File: src/rtl/dot_seq_pkg.sv
// Shared types and constants for the dot-product sequencer and its element-pair FIFO.
package dot_seq_pkg;

  localparam int ELEM_W       = 8;
  localparam int ACC_W        = 32;
  localparam int DRAIN_CYCLES = 2;

  typedef enum logic [2:0] {
    IDLE,
    CLEAR,
    STREAM,
    DRAIN,
    RESULT
  } seq_state_e;

  typedef struct packed {
    logic signed [ELEM_W-1:0] a;
    logic signed [ELEM_W-1:0] b;
  } elem_pair_t;

endpackage

File: src/rtl/dot_seq_fifo.sv
// Synchronous element-pair FIFO; DEPTH must be a power of two so the pointers wrap naturally.
module dot_seq_fifo
  import dot_seq_pkg::*;
#(
  parameter int DEPTH = 16
) (
  input  logic                   clock,
  input  logic                   reset,
  input  logic                   push,
  input  logic                   pop,
  input  elem_pair_t             wdata,
  output elem_pair_t             rdata,
  output logic                   full,
  output logic                   empty,
  output logic [$clog2(DEPTH):0] count
);

  localparam int AW = $clog2(DEPTH);

  elem_pair_t     mem_q [DEPTH];
  logic [AW-1:0]  wptr_q, rptr_q;
  logic [AW:0]    count_q;
  logic           do_push, do_pop;

  assign full    = (count_q == (AW+1)'(DEPTH));
  assign empty   = (count_q == '0);
  assign count   = count_q;
  assign rdata   = mem_q[rptr_q];
  assign do_push = push && !full;
  assign do_pop  = pop && !empty;

  // Storage carries no reset; only the pointers and occupancy define validity.
  always_ff @(posedge clock) begin
    if (do_push) begin
      mem_q[wptr_q] <= wdata;
    end
  end

  always_ff @(posedge clock) begin
    if (reset) begin
      wptr_q  <= '0;
      rptr_q  <= '0;
      count_q <= '0;
    end else begin
      if (do_push) wptr_q <= wptr_q + 1'b1;
      if (do_pop)  rptr_q <= rptr_q + 1'b1;
      case ({do_push, do_pop})
        2'b10:   count_q <= count_q + 1'b1;
        2'b01:   count_q <= count_q - 1'b1;
        default: count_q <= count_q;
      endcase
    end
  end

endmodule

File: src/rtl/dot_product_sequencer.sv
// Command-driven feeder for the dot-product accelerator: buffers element pairs, streams N
// of them per command and returns the accumulator value. Define DOT_SEQ_PERF_CNT_EN for stall_cycles.
module dot_product_sequencer
  import dot_seq_pkg::*;
#(
  parameter int DEPTH = 16,
  parameter int LEN_W = 16
) (
  input  logic              clock,
  input  logic              reset,
  input  logic              load_valid,
  output logic              load_ready,
  input  logic [ELEM_W-1:0] load_a,
  input  logic [ELEM_W-1:0] load_b,
  input  logic              cmd_valid,
  output logic              cmd_ready,
  input  logic [LEN_W-1:0]  cmd_len,
  output logic [ELEM_W-1:0] acc_vector_a,
  output logic [ELEM_W-1:0] acc_vector_b,
  output logic              acc_start,
  output logic              acc_clear,
  input  logic [ACC_W-1:0]  acc_vector_c,
  output logic              res_valid,
  input  logic              res_ready,
  output logic [ACC_W-1:0]  res_data
`ifdef DOT_SEQ_PERF_CNT_EN
  ,
  output logic [ACC_W-1:0]  stall_cycles
`endif
);

  localparam int CNT_W   = $clog2(DEPTH) + 1;
  localparam int DRAIN_W = (DRAIN_CYCLES > 1) ? $clog2(DRAIN_CYCLES) : 1;

  seq_state_e          state_q, state_d;
  logic [LEN_W-1:0]    rem_q, rem_d;
  logic [ELEM_W-1:0]   va_q, va_d, vb_q, vb_d;
  logic                start_q, start_d, clear_q, clear_d;
  logic [DRAIN_W-1:0]  drain_q, drain_d;
  logic                res_valid_q, res_valid_d;
  logic [ACC_W-1:0]    res_data_q, res_data_d;

  elem_pair_t          fifo_wdata, fifo_rdata;
  logic                fifo_push, fifo_pop, fifo_full, fifo_empty;
  logic [CNT_W-1:0]    fifo_count;

  assign load_ready = (fifo_count < CNT_W'(DEPTH));
  assign fifo_push  = load_valid && !fifo_full;
  assign fifo_wdata = {load_a, load_b};

  dot_seq_fifo #(.DEPTH(DEPTH)) u_fifo (
    .clock (clock),
    .reset (reset),
    .push  (fifo_push),
    .pop   (fifo_pop),
    .wdata (fifo_wdata),
    .rdata (fifo_rdata),
    .full  (fifo_full),
    .empty (fifo_empty),
    .count (fifo_count)
  );

  always_comb begin
    state_d     = state_q;
    rem_d       = rem_q;
    va_d        = va_q;
    vb_d        = vb_q;
    start_d     = 1'b0;
    clear_d     = 1'b0;
    drain_d     = drain_q;
    res_valid_d = res_valid_q;
    res_data_d  = res_data_q;
    fifo_pop    = 1'b0;
    case (state_q)
      IDLE: begin
        if (cmd_valid) begin
          rem_d   = cmd_len;
          state_d = CLEAR;
        end
      end
      CLEAR: begin
        clear_d = 1'b1;
        drain_d = '0;
        state_d = (rem_q != '0) ? STREAM : DRAIN;
      end
      STREAM: begin
        if (rem_q == '0) begin
          state_d = DRAIN;
        end else if (!fifo_empty) begin
          fifo_pop = 1'b1;
          va_d     = fifo_rdata.a;
          vb_d     = fifo_rdata.b;
          start_d  = 1'b1;
          rem_d    = rem_q - 1'b1;
          if (rem_q == LEN_W'(1)) state_d = DRAIN;
        end
      end
      // First drain cycle presents the last pair; the last one sees its accumulated value.
      DRAIN: begin
        drain_d = drain_q + 1'b1;
        if (drain_q == DRAIN_W'(DRAIN_CYCLES - 1)) begin
          drain_d     = '0;
          res_data_d  = acc_vector_c;
          res_valid_d = 1'b1;
          state_d     = RESULT;
        end
      end
      RESULT: begin
        if (res_ready) begin
          res_valid_d = 1'b0;
          state_d     = IDLE;
        end
      end
      default: state_d = IDLE;
    endcase
  end

  always_ff @(posedge clock) begin
    if (reset) begin
      state_q     <= IDLE;
      rem_q       <= '0;
      va_q        <= '0;
      vb_q        <= '0;
      start_q     <= 1'b0;
      clear_q     <= 1'b0;
      drain_q     <= '0;
      res_valid_q <= 1'b0;
      res_data_q  <= '0;
    end else begin
      state_q     <= state_d;
      rem_q       <= rem_d;
      va_q        <= va_d;
      vb_q        <= vb_d;
      start_q     <= start_d;
      clear_q     <= clear_d;
      drain_q     <= drain_d;
      res_valid_q <= res_valid_d;
      res_data_q  <= res_data_d;
    end
  end

  assign cmd_ready    = (state_q == IDLE);
  assign acc_vector_a = va_q;
  assign acc_vector_b = vb_q;
  assign acc_start    = start_q;
  assign acc_clear    = clear_q;
  assign res_valid    = res_valid_q;
  assign res_data     = res_data_q;

`ifdef DOT_SEQ_PERF_CNT_EN
  logic             stall_cycle;
  logic [ACC_W-1:0] stall_q;

  assign stall_cycle = (state_q == STREAM) && (rem_q != '0) && fifo_empty;

  always_ff @(posedge clock) begin
    if (reset) begin
      stall_q <= '0;
    end else if (state_q == IDLE && cmd_valid) begin
      stall_q <= '0;
    end else if (stall_cycle && stall_q != '1) begin
      stall_q <= stall_q + 1'b1;
    end
  end

  assign stall_cycles = stall_q;
`endif

endmodule

File: config.mk
export PLATFORM = sky130hd
export DESIGN_NAME = dot_product_sequencer
export DESIGN_NICKNAME = d
export VERILOG_FILES = /design/src/rtl/dot_seq_pkg.sv /design/src/rtl/dot_seq_fifo.sv /design/src/rtl/dot_product_sequencer.sv
export SDC_FILE = /design/constraint.sdc
export NUM_CORES = 1
export LEC_CHECK = 0
export ABC_AREA = 1
export CAP_MARGIN = 20
export CELL_PAD_IN_SITES_DETAIL_PLACEMENT = 1
export CELL_PAD_IN_SITES_GLOBAL_PLACEMENT = 1
export CORE_MARGIN = 1
export CORE_UTILIZATION = 46
export DETAILED_ROUTE_END_ITERATION = 8
export PLACE_DENSITY_LB_ADDON = 0.08
export SYNTH_ARGS = -nofsm -noshare
export SYNTH_HDL_FRONTEND = slang
export SYNTH_SLANG_ARGS = --single-unit
File: constraint.sdc
create_clock -name clock -period 3.6 [get_ports clock]
set_input_delay 0.72 -clock clock [delete_from_list [all_inputs] [get_ports clock]]
set_output_delay 0.72 -clock clock [all_outputs]
set_load 0.02 [all_outputs]
==> run metrics <==
worst reg-to-reg setup slack 560 ps; Clock transition at path regs 60 ps; Hold Path Sink res_data[24]$_SDFFE_PP0P_; top_reg_cell synth edfxtp_1; most frequent CP cell a21oi_1; IO Port Bufs 121; max-slew violation count 0; warnings from Yosys 0; count leader, synth nor2_1; initial DRC count approximately 730; Worst R2R Start state_q[0]$_SDFFE_PP0P_; Leakage 5.902 nW; top post-synthesis cells by area edfxtp_1 (54%), dfxtp_1 (12%), nor2_1 (7.1%), o21ai_0 (4.9%), nand3_1 (4.3%); Synth cell types 38; met3 GRT Util slightly above 4%; post-synth top area cell edfxtp_1; hold_sp res_data[24]$_SDFFE_PP0P_; CTS Sinks 340; All-Layer GR Usage 26.04%; critical path peak fanout 36; standard-cell rows 63; Die Area 0.03150 sq mm; Post-CTS Repair Setup Buffers 0; cts repair resizes 0; Overflow after GRT 0; reg2reg end u_fifo.count[4]$_SDFFE_PP0P_; core area between 0.02 and 0.03 sq mm; FF-to-FF path depth 13; drt via density 5.629; Least-Margin Pin Slew 853.2 ps; CTS Hold Bufs 0; routability cong. 0.7714; kind of critical path reg2reg; I/O pins 122; slowest cell on the critical path inv_2; Final Core Density between 50 and 60%; First-pass DRT Iterations 5; initial antenna violation count 0; vias in the first global route ~11000; fin crit share 84.54%; Req. time, crit path about 4000 ps; Pwr Total 11.00 mW; min cycle time layout about 3000 ps; CP top delay family buffers and inverters; global-route wire length before repair 61920 um; MaxCap Viol Count 0; starting density of the core 47.30%; Net count, final 1524; area grow syn2layout 19.39%; Sum Neg Setup Slack 0 ps; final setup violating endpoints 0; crit-path cells nor2_2, nand2_4, inv_2, nand3_4, inv_6, ha_1, ha_1, a21oi_1, nand2_1, a21oi_1, o21ai_0, o21ai_0, a21oi_1; CP Buf/Inv Count 2; # DRC 0; final hold violations 0; Root Buffer clkbuf_16; met2 Usage GRT 45.20%; RSZ-0062 raised after global routing false; routed vias 10480; CTS tree yes; Ant. Diodes 0; Synth top cells by count nor2_1 (268), edfxtp_1 (256), nand2_1 (140), o21ai_0 (140), nand3_1 (122); cell area after synthesis approximately 0.014 sq mm; CTS buffer count 37; Avg Cell Area, Syn about 11 sq um; wire length per cell 21.57 um; hold path depth 2; CP arrival 3440 ps; PnR worst setup slack 556.7 ps; max_slew headroom 42.77%; Clock Latency Late Sink 530 ps; crit start category flip-flop; post-synth top area share 54.26%; DIE WIDTH 177.5 um; detailed placement HPWL 24840 um; Clock Path Buffers 3; post-synthesis cell count between 1000 and 1500; Peak VDD IR 0.4118 mV; layout cells sized above 1 8.424%; H-tree Lvls 2; CP max stage delay 380 ps; largest net degree at the start of global routing 98; Max Freq 0.3286 GHz; Clock Skews between 20 and 30 ps; #FFs+latches synth 340; Async SR Flop Fraction 0%; Place WS 550.1 ps; Crit. End Element flip-flop; Detail Route Antenna Nets 0; final WL about 40000 um; post-synthesis sequential area ratio 66.13%; GRT met1 Usage 33.48%; Filler cells 3226; beginning of the critical path state_q[0]$_SDFFE_PP0P_; Power Density between 600 and 700 mW/mm^2; HP Class reg2reg; number of enable flip-flop cells after synthesis 256; status finished clean; GRT Max-Usage Layer met2; Die Y 177.5 um; Synthesized Nets 1414
[metal layers]
metal / vias up / wire (um)
li1: 4866 / -
met1: 5230 / 17090
met2: 324 / 19770
met3: 61 / 2227
met4: 0 / 1074
met5: - / 0
[sequential cells by signal, indices dropped and copies added (netlist names), 3 cells and up]
register / cells
u_fifo.mem_q: 256
res_data: 32
rem_q: 16
acc_vector_a: 8
acc_vector_b: 8
u_fifo.count: 5
u_fifo.rptr_q: 4
u_fifo.wptr_q: 4
state_q: 3
[layout by cell type, fill, tap and decap left out, types with 3 or more instances in the layout]
cell type        count
a21oi_1             60
buf_4               28
clkbuf_1            16
clkbuf_16           39
clkbuf_8             4
clkdlybuf4s50_1    120
clkinv_1             4
clkinv_2             4
clkinv_4             3
dfxtp_1             82
edfxtp_1           256
ha_1                11
inv_1               51
nand2_1            140
nand2_4              4
nand3_1            122
nor2_1             252
nor2_2              18
nor2_4               3
o211ai_1            49
o21a_1              17
o21ai_0            140
o21ai_1             12
or2_2                4
xnor2_1              3
xor2_1               5
[worst max path at each step]
| stage | endpoint | slack, ps | cells past startpoint |
|---|---|---|---|
| 2_1_floorplan | u_fifo.count[4]$_SDFFE_PP0P_ | 1000 | 16 |
| 3_3_place_gp | u_fifo.count[4]$_SDFFE_PP0P_ | 610 | 13 |
| 3_5_place_dp | u_fifo.count[4]$_SDFFE_PP0P_ | 550 | 13 |
| 4_1_cts | u_fifo.count[4]$_SDFFE_PP0P_ | 550 | 13 |
| 5_1_grt | u_fifo.count[4]$_SDFFE_PP0P_ | 160 | 13 |
| 6_report | u_fifo.count[4]$_SDFFE_PP0P_ | 560 | 13 |
[kinds of logic (layout without fill, tap and decap cells)]
kind of cell | count (synthesis) | after routing | synth area share [%]
DFF | 340 | 340 | 66.13
xor gates and xnor gates | 8 | 8 | 0.4946
AOI/OAI and AO/OA | 283 | 283 | 11.26
adders and majority gates | 12 | 12 | 1.113
and+or+nand+nor | 554 | 554 | 16.81
buffers and inverters | 136 | 275 | 4.195
[worst register-to-register path, stage by stage, from the launching register on]
cell and delay (ps):
dfxtp_1 370, nor2_2 180, nand2_4 170, inv_2 380
nand3_4 190, inv_6 320, ha_1 360, ha_1 310
a21oi_1 130, nand2_1 80, a21oi_1 110, o21ai_0 110
o21ai_0 160, a21oi_1 50
[metrics by stage]
step	hold slack [ps]	area, sq um	std cells
floorplan	458.8	14170	1333
global placement	447.2	15770	1794
detailed placement	456.6	15770	1794
CTS	464.9	16910	1862
global route	482.1	16910	1862
finish	460.9	16910	1862
[where the power goes]
part / total, mW / switching [mW] / internal [mW]
combinational: 2.77 / 1.84 / 0.922
clock: 3.58 / 1.49 / 2.09
sequential: 4.66 / 0.233 / 4.43
total: 11.0 / 3.57 / 7.44
[area by class of cell]
| type | instances | area, sq um | area share [%] |
|---|---|---|---|
| flip-flops and latches | 340 | 9376 | 55.44 |
| well taps | 390 | 488.0 | 2.885 |
| clock inverters | 9 | 57.56 | 0.3403 |
| multi-input cells | 857 | 4244 | 25.09 |
| inverters | 57 | 220.2 | 1.302 |
| clock buffers | 59 | 1091 | 6.451 |
| repair buffers | 150 | 1436 | 8.492 |
No activity file was read; power rests on OpenSTA's default activity.
